--- src/rtl/display_pkg.sv ---
// display_pkg: shared encodings and segment patterns for the result display.
// Contents: mode encodings, element addresses, blank pattern and the
// hex-to-segment table (active-low, bit order {g,f,e,d,c,b,a}).
package display_pkg;
   typedef enum logic [1:0] {
      MODE_NONE   = 2'd0,
      MODE_SINGLE = 2'd1,
      MODE_2BY2   = 2'd2,
      MODE_3BY3   = 2'd3
   } mode_e;
   localparam logic [1:0] C11 = 2'd0;
   localparam logic [1:0] C12 = 2'd1;
   localparam logic [1:0] C21 = 2'd2;
   localparam logic [1:0] C22 = 2'd3;
   localparam logic [6:0] SEG_BLANK = 7'h7F;
   // Entry n occupies bits [7n+6:7n]; B and D use the lowercase glyphs.
   localparam logic [111:0] HEX_SEG = {
      7'h0E, 7'h06, 7'h21, 7'h46, 7'h03, 7'h08, 7'h10, 7'h00,
      7'h78, 7'h02, 7'h12, 7'h19, 7'h30, 7'h24, 7'h79, 7'h40
   };
endpackage

--- src/rtl/hex_to_7seg.sv ---
// hex_to_7seg: combinational nibble to active-low 7-segment pattern.
// Ports: nib (4-bit value in), seg_n (7-bit pattern out, {g,f,e,d,c,b,a}).
module hex_to_7seg
   import display_pkg::*;
(
   input  logic [3:0] nib,
   output logic [6:0] seg_n
);
   assign seg_n = HEX_SEG[7*nib +: 7];
endmodule

--- src/rtl/result_display_driver.sv ---
// result_display_driver: buffers per-mode C11..C22 results and scans the
// selected element in hex onto a multiplexed active-low 7-segment display.
// Ports: clk, rstb (async active-low); display_selection; write port
// wr_en/wr_mode/wr_addr/wr_data; clear; left (element step pulse);
// outputs seg_n, an_n, elem_idx, elem_valid (all registered).
// Option: define RESULT_DISPLAY_LZB_EN for leading-zero blanking.
module result_display_driver
   import display_pkg::*;
#(
   parameter int DATA_W   = 16,
   parameter int SCAN_DIV = 50000
)(
   input  logic                  clk,
   input  logic                  rstb,
   input  logic [1:0]            display_selection,
   input  logic                  wr_en,
   input  logic [1:0]            wr_mode,
   input  logic [1:0]            wr_addr,
   input  logic [DATA_W-1:0]     wr_data,
   input  logic                  clear,
   input  logic                  left,
   output logic [6:0]            seg_n,
   output logic [DATA_W/4-1:0]   an_n,
   output logic [1:0]            elem_idx,
   output logic                  elem_valid
);
   localparam int DIGITS = DATA_W / 4;
   localparam int DIV_W  = SCAN_DIV > 1 ? $clog2(SCAN_DIV) : 1;
   localparam int PTR_W  = DIGITS > 1 ? $clog2(DIGITS) : 1;
   // Buffer entries are addressed {mode, addr}; mode 0 entries are never written.
   logic [DATA_W-1:0] data_q [16];
   logic [DATA_W-1:0] data_d [16];
   logic [15:0]       vld_q, vld_d;
   logic [1:0]        sel_q, idx_q, idx_d;
   logic [DIV_W-1:0]  div_q, div_d;
   logic [PTR_W-1:0]  ptr_q, ptr_d;
   logic [6:0]        seg_q, seg_d, hex_seg;
   logic [DIGITS-1:0] an_q, an_d;
   logic              valid_q, valid_d;
   logic [DATA_W-1:0] shown;
   logic [3:0]        nib;
   logic              blank, tick, wr;
   hex_to_7seg u_hex (
      .nib   (nib),
      .seg_n (hex_seg)
   );
   // Display path reads only registered state, so segments follow a write,
   // step or selection change one edge later, aligned with an_n.
   always_comb begin
      shown = data_q[{sel_q, idx_q}];
      nib   = 4'(shown >> {ptr_q, 2'b00});
      blank = sel_q == MODE_NONE || !vld_q[{sel_q, idx_q}];
`ifdef RESULT_DISPLAY_LZB_EN
      blank = blank || (ptr_q != '0 && (shown >> {ptr_q, 2'b00}) == '0);
`endif
   end
   always_comb begin
      wr     = wr_en && wr_mode != MODE_NONE;
      data_d = data_q;
      vld_d  = clear ? '0 : vld_q;
      if (wr) begin
         data_d[{wr_mode, wr_addr}] = wr_data;
         vld_d[{wr_mode, wr_addr}]  = 1'b1;
      end
      idx_d   = display_selection != sel_q ? 2'd0 : idx_q + 2'(left);
      // elem_valid tracks the index and buffer state that this edge installs.
      valid_d = display_selection != MODE_NONE && vld_d[{display_selection, idx_d}];
      tick    = div_q == DIV_W'(SCAN_DIV - 1);
      div_d   = tick ? '0 : div_q + DIV_W'(1);
      ptr_d   = !tick ? ptr_q : ptr_q == PTR_W'(DIGITS - 1) ? '0 : ptr_q + PTR_W'(1);
      seg_d   = blank ? SEG_BLANK : hex_seg;
      an_d    = ~(DIGITS'(1) << ptr_q);
   end
   always_ff @(posedge clk or negedge rstb) begin
      if (!rstb) begin
         for (int i = 0; i < 16; i++) data_q[i] <= '0;
         vld_q   <= '0;
         sel_q   <= '0;
         idx_q   <= '0;
         div_q   <= '0;
         ptr_q   <= '0;
         seg_q   <= SEG_BLANK;
         an_q    <= '1;
         valid_q <= 1'b0;
      end else begin
         data_q  <= data_d;
         vld_q   <= vld_d;
         sel_q   <= display_selection;
         idx_q   <= idx_d;
         div_q   <= div_d;
         ptr_q   <= ptr_d;
         seg_q   <= seg_d;
         an_q    <= an_d;
         valid_q <= valid_d;
      end
   end
   assign seg_n      = seg_q;
   assign an_n       = an_q;
   assign elem_idx   = idx_q;
   assign elem_valid = valid_q;
endmodule

--- config.mk ---
export PLATFORM = sky130hd
export DESIGN_NAME = result_display_driver
export DESIGN_NICKNAME = d
export VERILOG_FILES = /design/src/rtl/display_pkg.sv /design/src/rtl/hex_to_7seg.sv /design/src/rtl/result_display_driver.sv
export SDC_FILE = /design/constraint.sdc
export NUM_CORES = 1
export LEC_CHECK = 0
export BUFFER_PORTS_ARGS = -buffer_cell sky130_fd_sc_hd__buf_2
export CORE_ASPECT_RATIO = 1.75
export CORE_MARGIN = 2
export CORE_UTILIZATION = 34
export DETAILED_ROUTE_END_ITERATION = 8
export PLACE_DENSITY = 0.46
export SLEW_MARGIN = 20
export SYNTH_ARGS = -nofsm -noshare
export SYNTH_HDL_FRONTEND = slang
export SYNTH_SLANG_ARGS = --single-unit
--- constraint.sdc ---
create_clock -name clk -period 3.25 [get_ports clk]
set_clock_uncertainty 0.15 [all_clocks]
set_input_delay 0.325 -clock clk [delete_from_list [all_inputs] [get_ports clk]]
set_output_delay 0.325 -clock clk [all_outputs]
set_load 0.01 [all_outputs]
==> out/metrics.csv <==
metric,value,unit
avgViaCountPerCell,5.14,
antenna_violations_before_repair,2,
ctsHtreeMaxLevel,1,
synth_top_cell_area_share,54.0,%
power_leakage,0.00666,uW
worst-setup-path-type,reg2reg,
report.final.hold_viol_count,0,
synth-edff-count,0,
num_io_pins,41,
timing_worst_slew_pin_value,0.771,ns
clock_latency,0.56,ns
layout_cell_share_with_drive_strength_beyond_1,40.7,%
min_path_type,in2reg,
placeable_core_region,39200,sq um
postSynth.topFlopCell,sky130_fd_sc_hd__dfrtp_1,
vdd_ir_drop_max,0.000294,V
synth_fp_nets,1011,
detailed_router_iteration_count_before_antenna_repair,5,
floorplan.die.width,155,um
antenna_cells_inserted,0,
ff_latch_count_synth,302,
nets,1007,
postPlaceCellArea,14200,sq um
synth_area,13500,sq um
final_cell_count_no_fill,1480,
detail_route.drc_violations,0,
worst-endpoint-arrival,3.38,ns
worst_path_max_delay_cell,sky130_fd_sc_hd__mux4_2,
floorplan.die_area,41400,sq um
clockRootBuffer,sky130_fd_sc_hd__clkbuf_16,
fillers,3698,
critical_path.most_common_cell,sky130_fd_sc_hd__a21oi_1,
first_global_vias,8425,
clock_tree.buffer_depth,3,
report.power.total,9480,uW
critPathRequiredTime,3.58,ns
post_synth_main_area_contributors,"sky130_fd_sc_hd__dfrtp_1, sky130_fd_sc_hd__mux2_2, sky130_fd_sc_hd__mux4_2",
max_cap_violations,0,
finalWirelength,33.8,mm
tritoncts,done,
max_stage_delay,0.59,ns
powerDensity,623,nW/um^2
grtUsageTotal,16.9,%
synth.yosys.seq_area_share,56.1,%
floorplan.initialDensity,34.5,%
final_area,15200,sq um
slew_headroom,48.5,%
synthToLayoutAreaGrowth,12.8,%
critical_path.cell_chain,"buf_12, mux4_2, a21oi_1, a21oi_1, a32oi_4, inv_1, ha_1, nor2_1, nand3_1, mux2i_1, a311oi_1",
detailroute.via_count,7604,
period_minus_slack,3.05,ns
final.setup.tns,0,ns
post_synth_num_cell_types,59,
final_min_period_over_clock_period,94.0,%
clock_sink_count,302,
port-buffer-count,40,
cts_inserted_buffers,29,
outcome,"finished, final reports clean",
cp_num_buf_inv,2,
synth_largest_area_cell,sky130_fd_sc_hd__dfrtp_1,
final-setup-viol-count,0,
route.antenna.remaining_nets,0,
maxSlewViolCount,0,
most_used_standard_cell_by_instance_count_after_synthesis,sky130_fd_sc_hd__dfrtp_1,
routedWlPerCell,22.8,um
dp_hpwl,22.7,mm
overflow,0,
start_kind,flop,
drt_first_iter_violations,363,
place_congestion,0.793,
grt_start_max_net_pins,91,
postCtsSetupRepairBufs,0,
critPathTopFamily,multiplexers,
synth_common_cells,"sky130_fd_sc_hd__dfrtp_1, sky130_fd_sc_hd__mux2_2, sky130_fd_sc_hd__clkbuf_1, sky130_fd_sc_hd__mux2i_1, sky130_fd_sc_hd__mux4_2",
grt_first_pass_wirelength,52.6,mm
synthesis.yosys.warnings,0,
synth-async-reset-ratio,100,%
die_h,268,um
critical_path_peak_fanout,26,
cts.reportedPaths.clkPinSlew,0.07,ns
num_rows,96,
postSynthCellCount,972,
post-place-cells,1422,
synth_area_per_cell,13.9,sq um
endpoint_kind,flop,
fmax,327,MHz
==> worst register-to-register path, stage by stage (launching register included) <==
cell and delay (ns):
sky130_fd_sc_hd__dfrtp_4 0.52, sky130_fd_sc_hd__buf_12 0.27, sky130_fd_sc_hd__mux4_2 0.61, sky130_fd_sc_hd__a21oi_1 0.24, sky130_fd_sc_hd__a21oi_1 0.14, sky130_fd_sc_hd__a32oi_4 0.28, sky130_fd_sc_hd__inv_1 0.11, sky130_fd_sc_hd__ha_1 0.25
sky130_fd_sc_hd__nor2_1 0.12, sky130_fd_sc_hd__nand3_1 0.08, sky130_fd_sc_hd__mux2i_1 0.14, sky130_fd_sc_hd__a311oi_1 0.07
==> where the power goes <==
| part | switching, uW | internal [uW] | total [uW] |
|---|---|---|---|
| sequential | 279 | 4330 | 4610 |
| clock | 1480 | 1970 | 3450 |
| combinational | 628 | 792 | 1420 |
| total | 2380 | 7090 | 9480 |
==> metal layers <==
metal,vias up,routed length [um],GRT usage [%]
li1,3438,-,-
met1,4008,14200,20.8
met2,109,17800,30.8
met3,47,1020,2.27
met4,2,818,4.93
met5,-,12,0
==> per-stage QoR <==
stage | hold WS (ns) | util (%) | setup WS (ns)
after floorplan | -0.121 | - | 0.263
final | 0.0345 | 38.9 | 0.196
after CTS | 0.00195 | 38.8 | 0.0598
after global placement | 0.206 | 36.2 | 0.118
after global routing | 0.0310 | 38.9 | -0.0136
after detailed placement | 0.209 | 36.2 | 0.0745
==> final timing paths <==
check | slack [ns] | cells after the start | endpoint | startpoint
worst max-delay path | 0.20 | 11 | seg_n[0]$_DFF_PN1_ | elem_idx[0]$_DFF_PN0_
worst min-delay path | 0.03 | 2 | data_q[55]$_DFFE_PN0P_ | wr_data[7]
worst max register to register | 0.20 | 11 | seg_n[0]$_DFF_PN1_ | elem_idx[0]$_DFF_PN0_
worst min register to register | 0.22 | 0 | data_q[198]$_DFFE_PN0P_ | data_q[198]$_DFFE_PN0P_
max in group asynchronous | 1.79 | 3 | data_q[174]$_DFFE_PN0P_ | rstb
min in group asynchronous | 0.18 | 2 | data_q[215]$_DFFE_PN0P_ | rstb
==> cells by family after synthesis <==
group           synth area share, %
compound gates                 5.42
xor+xnor                       1.04
fa+ha+maj                      1.11
buf+inv                        4.62
flops                          56.1
mux                            28.1
simple gates                   3.62
==> sequential cells by signal (all words and copies together), names as in the netlist <==
signal / flops
div_q: 16
data_q: 256
elem_idx: 2
elem_valid: 1
vld_q: 12
seg_n: 7
ptr_q: 2
sel_q: 2
an_n: 4
==> cell usage in the layout, fill, tap and decap left out, types with 8 or more instances in the layout <==
cell,instances
sky130_fd_sc_hd__dfrtp_1,289
sky130_fd_sc_hd__mux2_2,194
sky130_fd_sc_hd__mux2i_1,68
sky130_fd_sc_hd__mux4_2,41
sky130_fd_sc_hd__buf_2,39
sky130_fd_sc_hd__buf_4,36
sky130_fd_sc_hd__clkbuf_16,29
sky130_fd_sc_hd__nor2_1,26
sky130_fd_sc_hd__inv_1,19
sky130_fd_sc_hd__a21oi_1,18
sky130_fd_sc_hd__nand2_1,17
sky130_fd_sc_hd__o21ai_0,14
sky130_fd_sc_hd__a221oi_1,12
sky130_fd_sc_hd__ha_1,12
sky130_fd_sc_hd__nand3_1,11
sky130_fd_sc_hd__xor2_1,11
sky130_fd_sc_hd__dfstp_2,11
sky130_fd_sc_hd__a21o_1,10
sky130_fd_sc_hd__clkinv_2,10
sky130_fd_sc_hd__nor2_2,9
sky130_fd_sc_hd__o221ai_1,9
sky130_fd_sc_hd__o21ai_1,8
sky130_fd_sc_hd__clkbuf_8,8
==> layout make-up <==
class	instances	area [sq um]	share of cell area, %
clock inverters	13	118	0.773
multi-input cells	527	5330	35.1
well taps	490	613	4.03
repair buffers	88	652	4.28
inverters	20	75.1	0.493
clock buffers	40	847	5.57
flip-flops and latches	302	7580	49.8
==> what timing repair did <==
action,CTS,global route
endpoints found under the hold margin,88,0
hold buffers,6,0
endpoints found under the setup margin,0,2
gates resized for setup,0,4
No activity file was read; power rests on OpenSTA's default activity.
